<file path="src/rtl/axis_fifo_if.sv">
// ---------------------------------------------------------------------------
// axis_fifo_if
// AXI4-Stream bundle used on both sides of axis_fifo.
//   master modport : drives tdata/tkeep/tvalid/tlast/tid/tdest/tuser, samples tready
//   slave modport  : samples the payload and tvalid, drives tready
// Parameters set the payload and sideband widths and must match the FIFO
// instance the bundle is attached to.
// ---------------------------------------------------------------------------
interface axis_fifo_if #(
  parameter int DATA_WIDTH = 8,
  parameter int KEEP_WIDTH = DATA_WIDTH / 8,
  parameter int ID_WIDTH   = 8,
  parameter int DEST_WIDTH = 8,
  parameter int USER_WIDTH = 1
);
  logic [DATA_WIDTH-1:0] tdata;
  logic [KEEP_WIDTH-1:0] tkeep;
  logic                  tvalid;
  logic                  tready;
  logic                  tlast;
  logic [ID_WIDTH-1:0]   tid;
  logic [DEST_WIDTH-1:0] tdest;
  logic [USER_WIDTH-1:0] tuser;

  modport master (
    output tdata, tkeep, tvalid, tlast, tid, tdest, tuser,
    input  tready
  );

  modport slave (
    input  tdata, tkeep, tvalid, tlast, tid, tdest, tuser,
    output tready
  );
endinterface

</file>
<file path="src/rtl/axis_fifo.sv">
// ---------------------------------------------------------------------------
// axis_fifo
// Synchronous AXI4-Stream FIFO with optional frame (packet) mode.
//
// Ports:
//   clk               : single clock
//   rst               : asynchronous active-high reset, clears all state
//   s_axis (slave)    : upstream beats (tdata/tkeep/tlast/tid/tdest/tuser)
//   m_axis (master)   : downstream beats from a one-entry output register
//   status_overflow   : pulse when a frame is dropped for lack of space
//   status_bad_frame  : pulse when a frame marked bad is dropped
//   status_good_frame : pulse when a frame is committed
//
// Frame mode writes a frame speculatively behind r_wrPtrCur and only makes
// it visible to the read side (r_wrPtr) once its tlast beat is stored.
//
// Optional feature macro: AXIS_FIFO_STATUS_EN
//   defined   -> the three status outputs are registered pulses
//   undefined -> the status outputs are tied to 0
// ---------------------------------------------------------------------------
module axis_fifo #(
  parameter int DEPTH          = 4,
  parameter int DATA_WIDTH     = 8,
  parameter int KEEP_ENABLE    = (DATA_WIDTH > 8),
  parameter int KEEP_WIDTH     = DATA_WIDTH / 8,
  parameter int LAST_ENABLE    = 1,
  parameter int ID_ENABLE      = 0,
  parameter int ID_WIDTH       = 8,
  parameter int DEST_ENABLE    = 0,
  parameter int DEST_WIDTH     = 8,
  parameter int USER_ENABLE    = 1,
  parameter int USER_WIDTH     = 1,
  parameter int FRAME_FIFO     = 1,
  parameter logic [USER_WIDTH-1:0] USER_BAD_FRAME_VALUE = 1'b1,
  parameter logic [USER_WIDTH-1:0] USER_BAD_FRAME_MASK  = 1'b1,
  parameter int DROP_BAD_FRAME = 0,
  parameter int DROP_WHEN_FULL = 1
) (
  input  logic        clk,
  input  logic        rst,
  axis_fifo_if.slave  s_axis,
  axis_fifo_if.master m_axis,
  output logic        status_overflow,
  output logic        status_bad_frame,
  output logic        status_good_frame
);

  localparam int AW    = $clog2(DEPTH);
  localparam int PTR_W = AW + 1;
  localparam logic [PTR_W-1:0] DEPTH_P = PTR_W'(DEPTH);
  localparam logic [PTR_W-1:0] ONE_P   = PTR_W'(1);

  localparam bit FRAME     = (FRAME_FIFO != 0);
  localparam bit DROP_BAD  = (DROP_BAD_FRAME != 0);
  localparam bit DROP_FULL = (DROP_WHEN_FULL != 0);

  // Packed storage word layout: only enabled sidebands take up storage bits.
  localparam int KEEP_OFFSET = DATA_WIDTH;
  localparam int LAST_OFFSET = KEEP_OFFSET + ((KEEP_ENABLE != 0) ? KEEP_WIDTH : 0);
  localparam int ID_OFFSET   = LAST_OFFSET + ((LAST_ENABLE != 0) ? 1 : 0);
  localparam int DEST_OFFSET = ID_OFFSET + ((ID_ENABLE != 0) ? ID_WIDTH : 0);
  localparam int USER_OFFSET = DEST_OFFSET + ((DEST_ENABLE != 0) ? DEST_WIDTH : 0);
  localparam int WIDTH       = USER_OFFSET + ((USER_ENABLE != 0) ? USER_WIDTH : 0);

  logic [PTR_W-1:0] r_wrPtr;
  logic [PTR_W-1:0] r_wrPtrCur;
  logic [PTR_W-1:0] r_rdPtr;
  logic             r_dropFrame;
  logic             r_mValid;
  logic [WIDTH-1:0] r_mWord;
  logic [WIDTH-1:0] r_mem [DEPTH];

  wire  [WIDTH-1:0] w_sWord;
  logic             w_full;
  logic             w_fullCur;
  logic             w_fullWr;
  logic             w_empty;
  logic             w_sXfer;
  logic             w_badFrame;
  logic             w_overflowEvt;
  logic             w_storeBeat;
  logic             w_badEvt;
  logic             w_goodEvt;
  logic             w_load;
  logic [AW-1:0]    w_wrAddr;

  // Sidebands that a given configuration does not store are still part of
  // the bundle; fold them here so they are visibly consumed.
  logic w_unusedSidebands;
  assign w_unusedSidebands = ^{s_axis.tkeep, s_axis.tid, s_axis.tdest,
                               s_axis.tuser, s_axis.tlast};

  // Pack the incoming beat into the storage word.
  assign w_sWord[DATA_WIDTH-1:0] = s_axis.tdata;

  generate
    if (KEEP_ENABLE != 0) begin : g_keepIn
      assign w_sWord[KEEP_OFFSET +: KEEP_WIDTH] = s_axis.tkeep;
    end
    if (LAST_ENABLE != 0) begin : g_lastIn
      assign w_sWord[LAST_OFFSET] = s_axis.tlast;
    end
    if (ID_ENABLE != 0) begin : g_idIn
      assign w_sWord[ID_OFFSET +: ID_WIDTH] = s_axis.tid;
    end
    if (DEST_ENABLE != 0) begin : g_destIn
      assign w_sWord[DEST_OFFSET +: DEST_WIDTH] = s_axis.tdest;
    end
    if (USER_ENABLE != 0) begin : g_userIn
      assign w_sWord[USER_OFFSET +: USER_WIDTH] = s_axis.tuser;
    end
  endgenerate

  // Occupancy flags; the pointer MSB distinguishes full from empty.
  assign w_full    = (r_wrPtr - r_rdPtr) == DEPTH_P;
  assign w_fullCur = (r_wrPtrCur - r_rdPtr) == DEPTH_P;
  assign w_fullWr  = (r_wrPtrCur - r_wrPtr) == DEPTH_P;
  assign w_empty   = (r_wrPtr == r_rdPtr);

  // A frame larger than the whole buffer (w_fullWr) is always accepted so
  // it can be discarded instead of deadlocking the upstream port.
  assign s_axis.tready = FRAME ? (!w_fullCur || w_fullWr || DROP_FULL) : !w_full;

  assign w_sXfer    = s_axis.tvalid && s_axis.tready;
  assign w_badFrame = DROP_BAD &&
                      ((s_axis.tuser & USER_BAD_FRAME_MASK) ==
                       (USER_BAD_FRAME_VALUE & USER_BAD_FRAME_MASK));

  assign w_overflowEvt = FRAME && w_sXfer && !r_dropFrame && (w_fullCur || w_fullWr);
  assign w_storeBeat   = FRAME ? (w_sXfer && !r_dropFrame && !(w_fullCur || w_fullWr))
                               : w_sXfer;
  assign w_badEvt      = FRAME && w_storeBeat && s_axis.tlast && w_badFrame;
  assign w_goodEvt     = FRAME && w_storeBeat && s_axis.tlast && !w_badFrame;
  assign w_wrAddr      = FRAME ? r_wrPtrCur[AW-1:0] : r_wrPtr[AW-1:0];

  // Write-side pointer bookkeeping. Once a frame starts dropping it keeps
  // dropping through its tlast beat, regardless of space freed meanwhile.
  always_ff @(posedge clk or posedge rst) begin
    if (rst) begin
      r_wrPtr     <= '0;
      r_wrPtrCur  <= '0;
      r_dropFrame <= 1'b0;
    end else if (!FRAME) begin
      if (w_storeBeat) begin
        r_wrPtr    <= r_wrPtr + ONE_P;
        r_wrPtrCur <= r_wrPtr + ONE_P;
      end
    end else if (w_sXfer) begin
      if (r_dropFrame) begin
        if (s_axis.tlast) begin
          r_dropFrame <= 1'b0;
        end
      end else if (w_overflowEvt) begin
        r_dropFrame <= !s_axis.tlast;
        r_wrPtrCur  <= r_wrPtr;
      end else begin
        r_wrPtrCur <= r_wrPtrCur + ONE_P;
        if (w_badEvt) begin
          r_wrPtrCur <= r_wrPtr;
        end else if (w_goodEvt) begin
          r_wrPtr <= r_wrPtrCur + ONE_P;
        end
      end
    end
  end

  // Storage array; contents need no reset since pointers gate visibility.
  always_ff @(posedge clk) begin
    if (w_storeBeat) begin
      r_mem[w_wrAddr] <= w_sWord;
    end
  end

  // One-entry output register, refilled whenever it is empty or being
  // consumed and committed data is waiting.
  assign w_load = (!r_mValid || m_axis.tready) && !w_empty;

  always_ff @(posedge clk or posedge rst) begin
    if (rst) begin
      r_rdPtr  <= '0;
      r_mValid <= 1'b0;
      r_mWord  <= '0;
    end else if (w_load) begin
      r_mWord  <= r_mem[r_rdPtr[AW-1:0]];
      r_mValid <= 1'b1;
      r_rdPtr  <= r_rdPtr + ONE_P;
    end else if (m_axis.tready) begin
      r_mValid <= 1'b0;
    end
  end

  // Unpack the output register; disabled sidebands take fixed values.
  assign m_axis.tvalid = r_mValid;
  assign m_axis.tdata  = r_mWord[DATA_WIDTH-1:0];

  generate
    if (KEEP_ENABLE != 0) begin : g_keepOut
      assign m_axis.tkeep = r_mWord[KEEP_OFFSET +: KEEP_WIDTH];
    end else begin : g_keepOne
      assign m_axis.tkeep = '1;
    end
    if (LAST_ENABLE != 0) begin : g_lastOut
      assign m_axis.tlast = r_mWord[LAST_OFFSET];
    end else begin : g_lastOne
      assign m_axis.tlast = 1'b1;
    end
    if (ID_ENABLE != 0) begin : g_idOut
      assign m_axis.tid = r_mWord[ID_OFFSET +: ID_WIDTH];
    end else begin : g_idZero
      assign m_axis.tid = '0;
    end
    if (DEST_ENABLE != 0) begin : g_destOut
      assign m_axis.tdest = r_mWord[DEST_OFFSET +: DEST_WIDTH];
    end else begin : g_destZero
      assign m_axis.tdest = '0;
    end
    if (USER_ENABLE != 0) begin : g_userOut
      assign m_axis.tuser = r_mWord[USER_OFFSET +: USER_WIDTH];
    end else begin : g_userZero
      assign m_axis.tuser = '0;
    end
  endgenerate

`ifdef AXIS_FIFO_STATUS_EN
  // Registered one-cycle outcome pulses, one per frame event.
  always_ff @(posedge clk or posedge rst) begin
    if (rst) begin
      status_overflow   <= 1'b0;
      status_bad_frame  <= 1'b0;
      status_good_frame <= 1'b0;
    end else begin
      status_overflow   <= w_overflowEvt;
      status_bad_frame  <= w_badEvt;
      status_good_frame <= w_goodEvt;
    end
  end
`else
  assign status_overflow   = 1'b0;
  assign status_bad_frame  = 1'b0;
  assign status_good_frame = 1'b0;
`endif

endmodule

</file>
<file path="src/flat_wrapper.sv">
// flat-port wrapper written by rule: the top's interface ports become plain ports
module axis_fifo_flat 
#(
  parameter int DEPTH          = 4,
  parameter int DATA_WIDTH     = 8,
  parameter int KEEP_ENABLE    = (DATA_WIDTH > 8),
  parameter int KEEP_WIDTH     = DATA_WIDTH / 8,
  parameter int LAST_ENABLE    = 1,
  parameter int ID_ENABLE      = 0,
  parameter int ID_WIDTH       = 8,
  parameter int DEST_ENABLE    = 0,
  parameter int DEST_WIDTH     = 8,
  parameter int USER_ENABLE    = 1,
  parameter int USER_WIDTH     = 1,
  parameter int FRAME_FIFO     = 1,
  parameter logic [USER_WIDTH-1:0] USER_BAD_FRAME_VALUE = 1'b1,
  parameter logic [USER_WIDTH-1:0] USER_BAD_FRAME_MASK  = 1'b1,
  parameter int DROP_BAD_FRAME = 0,
  parameter int DROP_WHEN_FULL = 1
)
  (clk, rst, status_overflow, status_bad_frame, status_good_frame, s_axis_tdata, s_axis_tkeep, s_axis_tvalid, s_axis_tlast, s_axis_tid, s_axis_tdest, s_axis_tuser, s_axis_tready, m_axis_tdata, m_axis_tkeep, m_axis_tvalid, m_axis_tlast, m_axis_tid, m_axis_tdest, m_axis_tuser, m_axis_tready);
  axis_fifo_if #(.DATA_WIDTH(DATA_WIDTH), .KEEP_WIDTH(KEEP_WIDTH), .ID_WIDTH(ID_WIDTH), .DEST_WIDTH(DEST_WIDTH), .USER_WIDTH(USER_WIDTH)) s_axis_i ();
  axis_fifo_if #(.DATA_WIDTH(DATA_WIDTH), .KEEP_WIDTH(KEEP_WIDTH), .ID_WIDTH(ID_WIDTH), .DEST_WIDTH(DEST_WIDTH), .USER_WIDTH(USER_WIDTH)) m_axis_i ();
  input  logic clk;
  input  logic rst;
  output logic status_overflow;
  output logic status_bad_frame;
  output logic status_good_frame;
  input wire logic [$bits(s_axis_i.tdata)-1:0] s_axis_tdata;
  input wire logic [$bits(s_axis_i.tkeep)-1:0] s_axis_tkeep;
  input wire logic [$bits(s_axis_i.tvalid)-1:0] s_axis_tvalid;
  input wire logic [$bits(s_axis_i.tlast)-1:0] s_axis_tlast;
  input wire logic [$bits(s_axis_i.tid)-1:0] s_axis_tid;
  input wire logic [$bits(s_axis_i.tdest)-1:0] s_axis_tdest;
  input wire logic [$bits(s_axis_i.tuser)-1:0] s_axis_tuser;
  output wire logic [$bits(s_axis_i.tready)-1:0] s_axis_tready;
  output wire logic [$bits(m_axis_i.tdata)-1:0] m_axis_tdata;
  output wire logic [$bits(m_axis_i.tkeep)-1:0] m_axis_tkeep;
  output wire logic [$bits(m_axis_i.tvalid)-1:0] m_axis_tvalid;
  output wire logic [$bits(m_axis_i.tlast)-1:0] m_axis_tlast;
  output wire logic [$bits(m_axis_i.tid)-1:0] m_axis_tid;
  output wire logic [$bits(m_axis_i.tdest)-1:0] m_axis_tdest;
  output wire logic [$bits(m_axis_i.tuser)-1:0] m_axis_tuser;
  input wire logic [$bits(m_axis_i.tready)-1:0] m_axis_tready;
  assign s_axis_i.tdata = s_axis_tdata;
  assign s_axis_i.tkeep = s_axis_tkeep;
  assign s_axis_i.tvalid = s_axis_tvalid;
  assign s_axis_i.tlast = s_axis_tlast;
  assign s_axis_i.tid = s_axis_tid;
  assign s_axis_i.tdest = s_axis_tdest;
  assign s_axis_i.tuser = s_axis_tuser;
  assign s_axis_tready = s_axis_i.tready;
  assign m_axis_tdata = m_axis_i.tdata;
  assign m_axis_tkeep = m_axis_i.tkeep;
  assign m_axis_tvalid = m_axis_i.tvalid;
  assign m_axis_tlast = m_axis_i.tlast;
  assign m_axis_tid = m_axis_i.tid;
  assign m_axis_tdest = m_axis_i.tdest;
  assign m_axis_tuser = m_axis_i.tuser;
  assign m_axis_i.tready = m_axis_tready;
  axis_fifo #(.DEPTH(DEPTH), .DATA_WIDTH(DATA_WIDTH), .KEEP_ENABLE(KEEP_ENABLE), .KEEP_WIDTH(KEEP_WIDTH), .LAST_ENABLE(LAST_ENABLE), .ID_ENABLE(ID_ENABLE), .ID_WIDTH(ID_WIDTH), .DEST_ENABLE(DEST_ENABLE), .DEST_WIDTH(DEST_WIDTH), .USER_ENABLE(USER_ENABLE), .USER_WIDTH(USER_WIDTH), .FRAME_FIFO(FRAME_FIFO), .USER_BAD_FRAME_VALUE(USER_BAD_FRAME_VALUE), .USER_BAD_FRAME_MASK(USER_BAD_FRAME_MASK), .DROP_BAD_FRAME(DROP_BAD_FRAME), .DROP_WHEN_FULL(DROP_WHEN_FULL)) u_core (.clk(clk), .rst(rst), .s_axis(s_axis_i), .m_axis(m_axis_i), .status_overflow(status_overflow), .status_bad_frame(status_bad_frame), .status_good_frame(status_good_frame));
endmodule
</file>
<file path="config.mk">
export PLATFORM = sky130hd
export DESIGN_NAME = axis_fifo_flat
export DESIGN_NICKNAME = d
export VERILOG_FILES = /design/src/rtl/axis_fifo_if.sv /design/src/rtl/axis_fifo.sv /design/src/flat_wrapper.sv
export SDC_FILE = /design/constraint.sdc
export NUM_CORES = 1
export LEC_CHECK = 0
export BUFFER_PORTS_ARGS = -buffer_cell sky130_fd_sc_hd__buf_2
export CORE_MARGIN = 2
export CORE_UTILIZATION = 40
export CTS_CLUSTER_SIZE = 16
export DETAILED_ROUTE_END_ITERATION = 8
export MAX_ROUTING_LAYER = met4
export PLACE_DENSITY = 0.76
export SYNTH_ARGS = -nofsm -noshare
export SYNTH_HDL_FRONTEND = slang
export SYNTH_SLANG_ARGS = --single-unit
</file>
<file path="constraint.sdc">
create_clock -name clk -period 2.4 [get_ports clk]
set_input_delay 0.12 -clock clk [delete_from_list [all_inputs] [get_ports clk]]
set_output_delay 0.12 -clock clk [all_outputs]
set_load 0.05 [all_outputs]
</file>
; Word-level counts from Yosys, hierarchy flattened
; Memories as Yosys holds them, arrays and structs flattened. A register that Yosys moved wholly into a read port is not among the register bits.
; Cells that the tools add are included.
[totals]
regBits = 11
mem_bits_rw = 40
in_bits = 31
out_inout_bits = 32
wordCells = 38
n_memories = 1
[memory_table]
columns = memory, words, width, read_ports, rd_ports_with_merged_regs, wr, line_no
row1 = u_core.r_mem, 4, 10, 1, 1, 1, axis_fifo.sv:71  ; logic [WIDTH-1:0] r_mem [DEPTH];
[op_classes]
n_addsub = 4
n_eq_ne = 3
mux = 8
bitwise = 2
n_reduce_logical = 15
[op_table]
columns = cell, count
row1 = 1-bit 2-to-1 mux, 7
row2 = "3-bit by 1-bit adder with 3-bit output, second input constant", 2
row3 = "3-bit == test, second input constant", 2
row4 = 3-bit subtractor, 2
row5 = 1-bit logical AND, 5
row6 = 1-bit zero test, 5
row7 = 4-bit AND reduction, 1
row8 = 3-bit == test, 1
row9 = 3-bit 2-to-1 mux, 1
row10 = 1-bit logical OR, 2
row11 = 1-bit inverter, 2
row12 = 2-bit AND reduction, 1
row13 = 2-bit nonzero test, 1

; Longest topological paths before layout
[logic_depth]
depth_word = 7
mapped_depth = 8

; Worst setup path after synthesis
; Ideal clock, no wire load.
[synth_path]
kind = register to register
startpoint = register u_core.r_rdPtr[1]
endpoint = memory u_core.r_mem[3][0] in the netlist's numbering, enable pin
setup_time_ns = 0.343
t_arrival_ns = 1.915
slack_ns = 0.142
path_stages_with_launch = 9
period_less_slack_ns = 2.258
path_cell_list = dfrtp_1 buf_1 inv_1 ha_1 nor2b_1 xnor2_1 o22ai_2 nor2_1 and2_1
[synth_between]
elab_chain_len = 7
[synth_lines]
columns = item, line_no
row1 = "start, declared", axis_fifo.sv:67  ; logic [PTR_W-1:0] r_rdPtr;
row2 = "start signal, assigned", axis_fifo.sv:186  ; r_rdPtr <= r_rdPtr + ONE_P;
row3 = 3-bit subtractor, axis_fifo.sv:116  ; assign w_fullCur = (r_wrPtrCur - r_rdPtr) == DEPTH_P;
row4 = 3-bit == test, axis_fifo.sv:116
row5 = 1-bit logical OR, axis_fifo.sv:130  ; assign w_storeBeat = FRAME ? (w_sXfer && !r_dropFrame && !(w_fullCur || w_fullWr))
row6 = 1-bit zero test, axis_fifo.sv:130
row7 = 1-bit logical AND, axis_fifo.sv:130
row8 = 1-bit 2-to-1 mux, axis_fifo.sv:169  ; if (w_storeBeat) begin
row9 = 1-bit 2-to-1 mux (implied by the code), axis_fifo.sv:170  ; r_mem[w_wrAddr] <= w_sWord;
row10 = "end, declared", axis_fifo.sv:71
; Every way passes these cells.

; Worst setup path in the final report
[layout_path]
startpoint = register u_core.r_wrPtrCur[0]
endpoint = memory u_core.r_mem[1][3] in the netlist's numbering, enable pin
[layout_between]
elab_chain_len = 7
elab_cells_between_ends = 9
cone_classes = 2 x add/sub / 2 x eq/ne / 2 x mux / 3 x reduce/logical
[layout_lines]
columns = item, line_no
row1 = "start, declared", axis_fifo.sv:66  ; logic [PTR_W-1:0] r_wrPtrCur;
row2 = "start signal, assigned", axis_fifo.sv:146  ; r_wrPtrCur <= r_wrPtr + ONE_P;
row3 = "start signal, assigned", axis_fifo.sv:155  ; r_wrPtrCur <= r_wrPtr;
row4 = "start signal, assigned", axis_fifo.sv:157  ; r_wrPtrCur <= r_wrPtrCur + ONE_P;
row5 = "3-bit subtractor, on equally long branches", "axis_fifo.sv:116, axis_fifo.sv:117"
row6 = "3-bit == test, on equally long branches", "axis_fifo.sv:116, axis_fifo.sv:117"
row7 = 1-bit logical OR, axis_fifo.sv:130
row8 = 1-bit zero test, axis_fifo.sv:130
row9 = 1-bit logical AND, axis_fifo.sv:130
row10 = 1-bit 2-to-1 mux, axis_fifo.sv:169
row11 = 1-bit 2-to-1 mux (implied by the code), axis_fifo.sv:170
; Several ways; a longest one is shown, not always the timed one.

==> flow_metrics.env <==
export IMPL_placed_area_sq_mm=0.00287
export IMPL_worstPathArrival_ns=2.19
export IMPL_fill_cells=568
export IMPL_dp_cells=273
export IMPL_hold_path_cell_count=1
export IMPL_path_buf_inv=1
export IMPL_cp_required_ns=2.37
export IMPL_drt_iter0_drc=104
export IMPL_grtUsageTotal_pct=13.2
export IMPL_dr_pass1_iters=2
export IMPL_worst_setup_path_end_kind="flop"
export IMPL_vias=1417
export IMPL_final_cell_mix="edfxtp_1, buf_2, conb_1, dfrtp_1"
export IMPL_portBuffers=24
export IMPL_p_leak_nw=1.30
export IMPL_clk_pin_slew_worst_paths_ns=0.07
export IMPL_period_share_pct=92.4
export IMPL_clock_latency_ns=0.34
export IMPL_final_max_slew_viol_count=0
export IMPL_finalHoldViolCount=0
export IMPL_clock_skew_final_ns=0.0108
export IMPL_power_mw=4.68
export IMPL_die_w_um=86.5
export IMPL_overflow=0
export IMPL_antenna_found_initial=0
export IMPL_clock_sinks=61
export IMPL_slowest_delay_ns=0.50
export IMPL_tns_ns=0
export IMPL_gp_congestion=0.758
export IMPL_cts_buffers=9
export IMPL_grt_max_degree=22
export IMPL_nNetsFinal=254
export IMPL_wirelength_mm=4.30
export IMPL_final_antenna_net_count=0
export IMPL_initial_utilization_pct=40.7
export IMPL_cp_slowest_cell="and2_1"
export IMPL_fp_dieH_um=86.5
export IMPL_cts_tree="yes"
export IMPL_num_antenna_cells=0
export IMPL_irDropWorstVdd_mv=0.806
export IMPL_avgSynthCellArea_sq_um=16.0
export IMPL_finalSetupViolations=0
export IMPL_cp_max_fo=10
export IMPL_fin_ws_ns=0.183
export IMPL_avgRoutedWirePerCell_um=14.4
export IMPL_drt_drc_violations_left=0
export IMPL_io_pins=63
export IMPL_synth_area_sq_mm=0.00272
export IMPL_multi_input_area_sq_um=852
export IMPL_seq_area_frac_synth_pct=63.4
export IMPL_dp_slack_ns=0.179
export IMPL_grt_pass1_vias=1417
export IMPL_viasPerCell=4.74
export IMPL_stdcell_count=299
export IMPL_maxCapViolCount=0
export IMPL_grt_pass1_wl_mm=6.84
export IMPL_grt_setup_unrepaired="no"
export IMPL_fin_util_pct=47.8
export IMPL_worst_pin_slew_ns=0.835
export IMPL_power_per_cell_area_mw_per_mm2=1460
export IMPL_critical_path_class="reg2reg"
export IMPL_core_area_sq_mm=0.00668
export IMPL_clk_path_buf_depth=2
export IMPL_ff2ff_path_depth=7
export IMPL_layout_commonest_cell="edfxtp_1"
export IMPL_syn_inst=170
export IMPL_rows=30
export IMPL_ys_seq_elements=61
export IMPL_hold_class="in2reg"
export IMPL_seq_area_sq_mm=0.00173
export IMPL_syn_to_final_growth_pct=17.4
export IMPL_fmax_mhz=451
export IMPL_drive_gt1_share_pct=31.1
export IMPL_cp_start_kind="flop"
export IMPL_status="complete, no violations"
export IMPL_dieArea_sq_mm=0.00748
export IMPL_crit_chain="inv_1, ha_1, and2b_1, xnor2_1, o22ai_2, nor2_1, and2_1"
export IMPL_crit_family="simple AND/OR/NAND/NOR gates"
export IMPL_synth_cell_type_count=30
export IMPL_max_slew_margin_pct=44.3
export IMPL_yosysWarnings=0
export IMPL_hold_slack_ns=0.0155
export IMPL_period_needed_ns=2.22
export IMPL_cp_num_cells=7
export IMPL_dp_hpwl_mm=2.85
export IMPL_ctsRootBufferMaster="clkbuf_8"
export IMPL_h_tree_depth=3
export IMPL_final_area_sq_mm=0.00320
[cell usage after synthesis]
library cell  count  area share, %
conb_1            2           0.28
and2b_1           1           0.28
or3_2             1           0.28
o211ai_1          1           0.28
buf_1             1           0.14
nand2b_1          1           0.23
buf_4            22            6.1
nor3_1            1           0.18
and2_1            4           0.92
o21ai_0           4           0.74
mux2_4            3            1.7
ha_1              9            4.1
a22oi_1           1           0.28
a21oi_1           3           0.55
nand3_1           1           0.18
inv_1             8            1.1
mux2i_1           2           0.74
mux2_2           10            4.1
mux4_2           10            8.3
buf_2             1           0.18
o22ai_2           1           0.46
xor2_1            7            2.3
buf_6             1           0.41
dfrtp_1          21             19
nor2b_1           2           0.46
edfxtp_1         40             44
nand2_1           7           0.97
or2_4             1           0.32
xnor2_1           3           0.97
nor2_1            1           0.14
[cells by family after synthesis]
family	synth area share (%)
xor+xnor	3.22
compound gates	2.30
flops	63.4
buf+inv	7.90
fa+ha+maj	4.14
simple gates	3.95
other cells	0.276
mux	14.8
[registers in the layout (all words and copies together) (netlist names)]
register,flops
u_core.r_mem,40
u_core.m_axis.tvalid,1
u_core.r_wrPtrCur,3
u_core.r_mWord,10
u_core.r_wrPtr,3
u_core.r_dropFrame,1
u_core.r_rdPtr,3
[area by class of cell]
cell class,count,area share (%)
Sequential cell,61,54.0
Multi-Input combinational cell,95,26.7
Timing Repair Buffer,39,8.06
Clock buffer,11,4.11
Tap cell,80,3.13
Clock inverter,5,3.09
Inverter,8,0.939
[routing by layer]
layer	track usage [%]	wire length (um)	share of wire (%)	vias to the layer above
li1	-	-	-	658
met1	14.2	1780	41	708
met2	21.5	2210	51	42
met3	3.43	192	4.5	9
met4	8.52	120	2.8	0
met5	-	0	0	-
[path summary, 6_finish.rpt]
| path | endpoint | slack [ns] | startpoint |
|---|---|---|---|
| max | u_core.r_mem[1][3]$_DFFE_PP_ | 0.18 | u_core.r_wrPtrCur[0]$_DFFE_PP0P_ |
| min | u_core.r_mem[1][6]$_DFFE_PP_ | 0.02 | s_axis_tdata[6] |
| max reg2reg | u_core.r_mem[1][3]$_DFFE_PP_ | 0.18 | u_core.r_wrPtrCur[0]$_DFFE_PP0P_ |
| min reg2reg | u_core.r_mWord[2]$_DFFE_PP0P_ | 0.50 | u_core.r_mWord[2]$_DFFE_PP0P_ |
| max in group asynchronous | u_core.r_mWord[6]$_DFFE_PP0P_ | 1.38 | rst |
| min in group asynchronous | u_core.r_mWord[8]$_DFFE_PP0P_ | 0.50 | rst |
[what timing repair did]
item | 4_1_cts | 5_1_grt
hold buffers | 10 | 0
gates resized for setup | 0 | 0
hold endpoints to repair | 50 | 0
buffers inserted | 0 | 0
setup endpoints to repair | 0 | 0
[report_power, final]
group	internal (mW)	switching, mW	leakage (nW)
clock	0.685	0.383	0.115
sequential	1.48	0.176	0.609
combinational	0.830	1.13	0.576
No activity file was read; power rests on OpenSTA's default activity.
